[src/rtl/pixel_pkg.sv]
// Shared definitions for the pixel array controller.
// Holds the sequencing FSM state type, the default parameter values
// and small constant helpers used to size counters and address fields.
package pixel_pkg;

  typedef enum logic [2:0] {
    IDLE    = 3'd0,
    ERASE   = 3'd1,
    EXPOSE  = 3'd2,
    CONVERT = 3'd3,
    READ    = 3'd4
  } state_t;

  localparam int DEF_N_ROWS        = 2;
  localparam int DEF_N_COLS        = 2;
  localparam int DEF_ADC_BITS      = 8;
  localparam int DEF_ERASE_CYCLES  = 5;
  localparam int DEF_EXPOSE_CYCLES = 255;

  function automatic int max3(input int a, input int b, input int c);
    int m;
    m = (a > b) ? a : b;
    return (m > c) ? m : c;
  endfunction

  // Address fields stay at least one bit wide even for a single row/column.
  function automatic int width_min1(input int n);
    return (n > 1) ? $clog2(n) : 1;
  endfunction

endpackage

[src/rtl/pixel_sample.sv]
// Per-pixel single-slope ADC capture.
// Ports:
//   clk, reset   clock and asynchronous active-high reset
//   clear_i      drops the captured flag (held during the erase phase)
//   convert_i    conversion window enable
//   cmp_i        comparator output of this pixel
//   ramp_i       current ramp code
//   sample_o     last captured code
module pixel_sample
  import pixel_pkg::*;
#(
  parameter int ADC_BITS = DEF_ADC_BITS
) (
  input  logic                clk,
  input  logic                reset,
  input  logic                clear_i,
  input  logic                convert_i,
  input  logic                cmp_i,
  input  logic [ADC_BITS-1:0] ramp_i,
  output logic [ADC_BITS-1:0] sample_o
);

  logic                latched_q;
  logic [ADC_BITS-1:0] sample_q;
  logic                ramp_last;

  // On the final ramp code a pixel that has not fired captures full scale,
  // which is the same value a comparator firing on that cycle would give.
  assign ramp_last = &ramp_i;

  always_ff @(posedge clk or posedge reset) begin
    if (reset) begin
      latched_q <= 1'b0;
      sample_q  <= '0;
    end else if (clear_i) begin
      latched_q <= 1'b0;
    end else if (convert_i && !latched_q && (cmp_i || ramp_last)) begin
      latched_q <= 1'b1;
      sample_q  <= ramp_i;
    end
  end

  assign sample_o = sample_q;

endmodule

[src/rtl/pixel_array_ctrl.sv]
// Pixel array sequencer: erase -> expose -> ramp conversion -> row-major
// readout over a valid/ready stream, optionally looping frames.
// Ports:
//   clk, reset            clock and asynchronous active-high reset
//   start, continuous     frame request (IDLE only) and auto-restart
//   cmp                   per-pixel comparators, index r*N_COLS+c
//   erase/expose/convert  analog phase enables (one-hot or all low)
//   ramp                  DAC code, counts during CONVERT, else 0
//   out_data/row/col      pixel sample and address, out_valid/out_ready
//   busy, frame_done      activity flag and end-of-frame pulse
module pixel_array_ctrl
  import pixel_pkg::*;
#(
  parameter int N_ROWS        = DEF_N_ROWS,
  parameter int N_COLS        = DEF_N_COLS,
  parameter int ADC_BITS      = DEF_ADC_BITS,
  parameter int ERASE_CYCLES  = DEF_ERASE_CYCLES,
  parameter int EXPOSE_CYCLES = DEF_EXPOSE_CYCLES
) (
  input  logic                          clk,
  input  logic                          reset,
  input  logic                          start,
  input  logic                          continuous,
  input  logic [N_ROWS*N_COLS-1:0]      cmp,
  output logic                          erase,
  output logic                          expose,
  output logic                          convert,
  output logic [ADC_BITS-1:0]           ramp,
  output logic [ADC_BITS-1:0]           out_data,
  output logic [width_min1(N_ROWS)-1:0] out_row,
  output logic [width_min1(N_COLS)-1:0] out_col,
  output logic                          out_valid,
  input  logic                          out_ready,
  output logic                          busy,
  output logic                          frame_done
);

  localparam int N_PIX    = N_ROWS * N_COLS;
  localparam int RW       = width_min1(N_ROWS);
  localparam int CW       = width_min1(N_COLS);
  localparam int IW       = width_min1(N_PIX);
  localparam int RAMP_MAX = (1 << ADC_BITS) - 1;
  localparam int CNT_W    = $clog2(max3(ERASE_CYCLES, EXPOSE_CYCLES, 1 << ADC_BITS));

  state_t            state_q, state_d;
  logic [CNT_W-1:0]  cnt_q, cnt_d;
  logic [RW-1:0]     row_q, row_d;
  logic [CW-1:0]     col_q, col_d;
  logic [IW-1:0]     idx_q, idx_d;
  logic              erase_q, expose_q, convert_q, out_valid_q, busy_q;
  logic [ADC_BITS-1:0] ramp_q;
  logic              xfer, last_pix;
  logic [ADC_BITS-1:0] samp [N_PIX];

  assign xfer     = out_valid_q && out_ready;
  assign last_pix = (idx_q == IW'(N_PIX - 1));

  always_comb begin
    state_d = state_q;
    cnt_d   = cnt_q + CNT_W'(1);
    row_d   = row_q;
    col_d   = col_q;
    idx_d   = idx_q;
    case (state_q)
      IDLE: begin
        cnt_d = '0;
        if (start) state_d = ERASE;
      end
      ERASE: begin
        if (cnt_q == CNT_W'(ERASE_CYCLES - 1)) begin
          state_d = EXPOSE;
          cnt_d   = '0;
        end
      end
      EXPOSE: begin
        if (cnt_q == CNT_W'(EXPOSE_CYCLES - 1)) begin
          state_d = CONVERT;
          cnt_d   = '0;
        end
      end
      CONVERT: begin
        if (cnt_q == CNT_W'(RAMP_MAX)) begin
          state_d = READ;
          cnt_d   = '0;
        end
      end
      READ: begin
        cnt_d = '0;
        if (xfer) begin
          if (last_pix) begin
            row_d   = '0;
            col_d   = '0;
            idx_d   = '0;
            state_d = continuous ? ERASE : IDLE;
          end else begin
            idx_d = idx_q + IW'(1);
            if (col_q == CW'(N_COLS - 1)) begin
              col_d = '0;
              row_d = row_q + RW'(1);
            end else begin
              col_d = col_q + CW'(1);
            end
          end
        end
      end
      default: begin
        state_d = IDLE;
        cnt_d   = '0;
      end
    endcase
  end

  // Phase enables and ramp are registered from the next state so they
  // line up exactly with the state they describe.
  always_ff @(posedge clk or posedge reset) begin
    if (reset) begin
      state_q     <= IDLE;
      cnt_q       <= '0;
      row_q       <= '0;
      col_q       <= '0;
      idx_q       <= '0;
      erase_q     <= 1'b0;
      expose_q    <= 1'b0;
      convert_q   <= 1'b0;
      out_valid_q <= 1'b0;
      busy_q      <= 1'b0;
      ramp_q      <= '0;
    end else begin
      state_q     <= state_d;
      cnt_q       <= cnt_d;
      row_q       <= row_d;
      col_q       <= col_d;
      idx_q       <= idx_d;
      erase_q     <= (state_d == ERASE);
      expose_q    <= (state_d == EXPOSE);
      convert_q   <= (state_d == CONVERT);
      out_valid_q <= (state_d == READ);
      busy_q      <= (state_d != IDLE);
      ramp_q      <= (state_d == CONVERT) ? cnt_d[ADC_BITS-1:0] : '0;
    end
  end

  // Flags are cleared throughout ERASE; samples keep old codes until recaptured.
  for (genvar p = 0; p < N_PIX; p++) begin : g_pix
    pixel_sample #(
      .ADC_BITS(ADC_BITS)
    ) u_pix (
      .clk       (clk),
      .reset     (reset),
      .clear_i   (erase_q),
      .convert_i (convert_q),
      .cmp_i     (cmp[p]),
      .ramp_i    (ramp_q),
      .sample_o  (samp[p])
    );
  end

  assign erase      = erase_q;
  assign expose     = expose_q;
  assign convert    = convert_q;
  assign ramp       = ramp_q;
  assign out_valid  = out_valid_q;
  assign busy       = busy_q;
  assign out_row    = row_q;
  assign out_col    = col_q;
  // Samples are static during READ, so the addressed word stays stable under stall.
  assign out_data   = samp[idx_q];
  assign frame_done = xfer && last_pix;

endmodule
[config.mk]
export PLATFORM = sky130hd
export DESIGN_NAME = pixel_array_ctrl
export DESIGN_NICKNAME = d
export VERILOG_FILES = /design/src/rtl/pixel_pkg.sv /design/src/rtl/pixel_sample.sv /design/src/rtl/pixel_array_ctrl.sv
export SDC_FILE = /design/constraint.sdc
export NUM_CORES = 1
export LEC_CHECK = 0
export ABC_AREA = 1
export BUFFER_PORTS_ARGS = -buffer_cell sky130_fd_sc_hd__buf_2
export CAP_MARGIN = 20
export CORE_MARGIN = 10
export CORE_UTILIZATION = 30
export DETAILED_ROUTE_END_ITERATION = 8
export GPL_ROUTABILITY_DRIVEN = 0
export GPL_TIMING_DRIVEN = 0
export PLACE_DENSITY_LB_ADDON = 0.1
export SYNTH_ARGS = -nofsm -noshare
export SYNTH_HDL_FRONTEND = slang
export SYNTH_HIERARCHICAL = 1
export SYNTH_SLANG_ARGS = --single-unit
[constraint.sdc]
create_clock -name clk -period 2.3 [get_ports clk]
set_input_delay 0.23 -clock clk [delete_from_list [all_inputs] [get_ports clk]]
set_output_delay 0.23 -clock clk [all_outputs]
set_load 0.02 [all_outputs]
Word level (Yosys, flattened, before mapping)
Cells that the tools add are included.
{"block": "word_totals", "regBits": 64, "in_bits": 9, "out_inout_bits": 24, "elab_cells": 99}
{"block": "classes", "addsub": 4, "magnitude_cmp": 1, "eq_ne": 12, "n_mux": 29, "bitwise": 2, "n_reduce_logical": 32}
{"op": "$mux W8", "count": 6}
{"op": "$pmux W8 S3", "count": 1}
{"op": "$mux W3", "count": 6}
{"op": "$bmux W8 S2", "count": 1}
{"op": "$eq A8 B8 Y1 const B", "count": 2}
{"op": "$pmux W3 S5", "count": 1}
{"op": "$mux W1", "count": 13}
{"op": "$eq A3 B2 Y1 const B", "count": 4}
{"op": "$logic_and A1 B1 Y1", "count": 10}
{"op": "$reduce_and A2 Y1", "count": 5}
{"op": "$reduce_bool A2 Y1", "count": 5}
{"op": "$add A8 B1 Y8 const B", "count": 1}
{"op": "$eq A8 B3 Y1 const B", "count": 1}
{"op": "$reduce_and A8 Y1", "count": 1}
{"op": "$eq A3 B1 Y1 const B", "count": 2}
{"op": "$eq A3 B3 Y1 const B", "count": 2}
{"op": "$logic_not A1 Y1", "count": 4}
{"op": "$logic_or A1 B1 Y1", "count": 4}
{"op": "$ge A3 B3 Y1 const B", "count": 1}
{"op": "$logic_not A3 Y1", "count": 1}
{"op": "$not A2 Y3", "count": 1}
{"op": "$reduce_and A3 Y1", "count": 1}
{"op": "$reduce_bool A3 Y1", "count": 1}
{"op": "$add A1 B1 Y1 const B", "count": 2}
{"op": "other kinds (4)", "count": 4}

Longest topological paths before layout
{"block": "logic_depth", "ltp_word": 6, "mapped_depth": 9, "ltp_nobuf": 9}

Cells and area by module
The synthesis kept the hierarchy.
{"mod": "pixel_array_ctrl", "instances": 1, "cells_each": 221, "area_each_um2": 1671.6, "seq_area_each_um2": 700.7}
{"mod": "pixel_sample", "instances": 4, "cells_each": 47, "area_each_um2": 404.1, "seq_area_each_um2": 225.2}

Least setup slack after synthesis
Ideal clock, no wire load.
{"block": "synth_timing", "kind": "reg-to-output", "from": "reg idx_q[0]", "to": "out out_data[6]", "t_arrival_ps": 1274, "required_ps": 2070, "slack_ps": 796, "path_stages_with_launch": 5, "n_path_buf": 2, "cell_sequence": "dfrtp_1 -> buf_2 -> clkbuf_1 -> o21ai_0 -> o22ai_1"}
{"block": "synth_between", "elab_chain_cells": 4}
{"element": "from (decl)", "line": "pixel_array_ctrl.sv:49", "source": "logic [IW-1:0] idx_q, idx_d;"}
{"element": "from (signal assigned)", "line": "pixel_array_ctrl.sv:133", "source": "idx_q <= idx_d;"}
{"element": "$not A2 Y3 (not written as such)", "line": "pixel_array_ctrl.sv:167", "source": "assign out_data = samp[idx_q];"}
{"element": "$bmux W8 S2", "line": "pixel_array_ctrl.sv:167"}
{"element": "$mux W8 (not written as such) (2 in series)", "line": "pixel_array_ctrl.sv:167"}
{"element": "to (decl)", "line": "pixel_array_ctrl.sv:29", "source": "output logic [ADC_BITS-1:0] out_data,"}
No other way between the ends. The select of a mux whose other input is x is not followed.

Worst setup path after layout
{"block": "layout_timing", "from": "reg idx_q[0]", "to": "out out_data[2]"}
The elaborated chain is that of the path after synthesis.

==> results.md <==
* Number of max-cap violations at 0
* Antenna-violating nets left at 0
* Starting DRT DRC Count at 148
* Tcrit/Tclk final at 90.04%
* Synth cell count leaders: nand2_1, dfrtp_1, nor2_1
* Count leader, synth: nand2_1
* Share of the synthesized area in the top cell type at 48.71%
* RSZ-0062 raised after global routing: no
* Synth Instances at 409
* Setup TNS at 0 ps
* DRC Markers at 0
* Outcome: complete, no violations
* HPWL Detailed at 6.748 mm
* Site row count at 38
* Req. time, crit path at 2070 ps
* Vias at 2,726
* Drt via density at 4.559
* Pwr/cell area at 886.0 nW/um^2
* Vias in the first global route at 2,740
* Max VDD drop at 0.3569 mV
* Initial antenna violation count at 0
* Layout area overhead at 17.28%
* Core ar. at 10,790 um^2
* R2r startpoint: cnt_q[0]$_DFF_PP0_
* Clock latency on the worst-skew pair at 340 ps
* Die Y at 124.7 um
* Rel. slew slack at 60.64%
* Routed WL at 9.032 mm
* Syn Area/Cell at 8.039 um^2
* # H-tree levels at 3
* Worst setup EP type: primary output
* Minimum clock period at 2071 ps
* Gr usage total at 11.85%
* Number of gates resized after cts at 0
* Synthesized area at 3288 um^2
* Startpoint Class: flip-flop
* Async SR Flop Fraction at 100.0%
* Area leader, netlist: dfrtp_1
* Worst Skew at 13.89 ps
* First-pass GRT wire length at 14.81 mm
* Fin. Hold Viols at 0
* Placed instance area at 3651 um^2
* # IOs at 33
* Worst slew pin tran at 590.4 ps
* Ys Warns at 6
* Post-Syn Nets at 423
* Die footprint at 15,550 um^2
* Top_reg_cell synth: dfrtp_1
* Hold path start: start
* Seq/Total Area, Yosys at 48.71%
* CP Data Arrival Time at 1840 ps
* Wirelength per Cell at 15.10 um
* # Post-CTS Setup Buffers at 0
* CTS Buf Count at 9
* Lkg Pwr at 2.042 nW
* NumNets Final at 468
* # setup viols final at 0
* Clock transition at path regs at 80 ps
* CTS tree: done
* Final Max Slew Viols at 0
* Clk buf depth at 2
* Total gr overflow at 0
* Synth area leaders: dfrtp_1, nand2_1, nand3_1
* Worst Hold Slack at 308.4 ps
* #FFs+latches synth at 64
* Antenna diodes at 0
* Library cells used by synthesis at 28
* Setup crit start: idx_q[0]$_DFFE_PP0P_
* Worst hold path class: in2reg
* # fillers at 1,140
* Initial Util at 30.47%
* CP Class: reg2out
* Pin count of the biggest net entering global routing at 20
* Clock Sinks at 64
* Post-synth EDFFs at 0
* Layout cells sized above 1 at 19.21%
* Root buffer cell: clkbuf_8
* Initial DRT Pass Iterations at 5
* Fmax at 482.9 MHz
* Maximum fanout along the worst path at 10
* Cts hold-fix bufs at 1
* # port buffers at 32
* Die X at 124.7 um
* Post-route cell area at 3856 um^2
stage by stage:
stage	util (%)	power [mW]	std cells	worst slack [ps]
floorplan	-	2.176	409	796.4
global placement	33.57	2.484	581	606.0
detailed placement	33.83	2.491	582	594.0
CTS	35.73	3.477	598	215.3
global route	35.73	3.659	598	87.75
finish	35.73	3.417	598	229.0
area by class of cell:
| cell class | instances | area, um^2 | area share, % |
|---|---|---|---|
| Sequential cell | 64 | 1602 | 41.53 |
| Timing Repair Buffer | 34 | 197.7 | 5.127 |
| Clock buffer | 10 | 137.6 | 3.569 |
| Buffer | 4 | 25.02 | 0.6489 |
| Inverter | 41 | 153.9 | 3.991 |
| Multi-Input combinational cell | 300 | 1508 | 39.10 |
| Clock inverter | 5 | 57.56 | 1.493 |
| Tap cell | 140 | 175.2 | 4.543 |
metal layers:
layer / routed length (um) / global-route usage, % / part of all wire (%) / vias to the layer above
li1: - / - / - / 1397
met1: 4355 / 15.53 / 48 / 1272
met2: 4213 / 18.55 / 47 / 51
met3: 387 / 2.553 / 4.3 / 6
met4: 76 / 4.524 / 0.84 / 0
met5: 0 / 0 / 0 / -
logic make-up (layout without fill, tap and decap cells):
| family | Yosys count | count (layout) | share of synthesized area, % |
|---|---|---|---|
| simple gates | 250 | 250 | 36.38 |
| fa+ha+maj | 5 | 5 | 1.903 |
| flops | 64 | 64 | 48.71 |
| xor+xnor | 1 | 1 | 0.2664 |
| buf+inv | 45 | 94 | 5.441 |
| compound gates | 44 | 44 | 7.306 |
path summary, 6_finish.rpt:
path | to | cells after the start | slack, ps
setup / recovery | out_data[2] | 6 | 230
hold / removal | state_q[0]$_DFF_PP0_ | 5 | 310
setup reg to reg | cnt_q[7]$_DFF_PP0_ | 9 | 690
hold reg to reg | g_pix[1].u_pix/sample_o[6]$_DFFE_PP0P_ | 2 | 470
max in group asynchronous | ramp[5]$_DFF_PP0_ | 4 | 1310
min in group asynchronous | g_pix[0].u_pix/sample_o[6]$_DFFE_PP0P_ | 3 | 460
where the power goes:
part | switching, mW | total [mW] | internal (mW) | leakage, nW
Clock | 0.449 | 0.972 | 0.522 | 0.0904
Sequential | 0.233 | 1.53 | 1.29 | 0.867
Combinational | 0.597 | 0.920 | 0.323 | 1.08
cell usage in the layout (no fill, tap or decap), drive strengths merged, types with 6 or more instances in the layout:
cell / instances
nand2: 139
dfrtp: 64
nor2: 56
nand3: 43
inv: 41
buf: 36
o21ai: 29
clkbuf: 11
o22ai: 8
a21oi: 6
registers in the layout, summed over array words and instances (netlist names):
name	cells
g_pix.u_pix/latched_q	4
erase	1
out_col	1
state_q	3
out_valid	1
g_pix.u_pix/sample_o	32
cnt_q	8
expose	1
out_row	1
convert	1
idx_q	2
busy	1
ramp	8
critical path, cell delays in order (launching register included):
cell	delay, ps
dfrtp_1	410
buf_2	170
inv_1	160
buf_2	240
nor2_1	90
o22ai_1	220
buf_2	210
(Power assumes the default switching activity.)
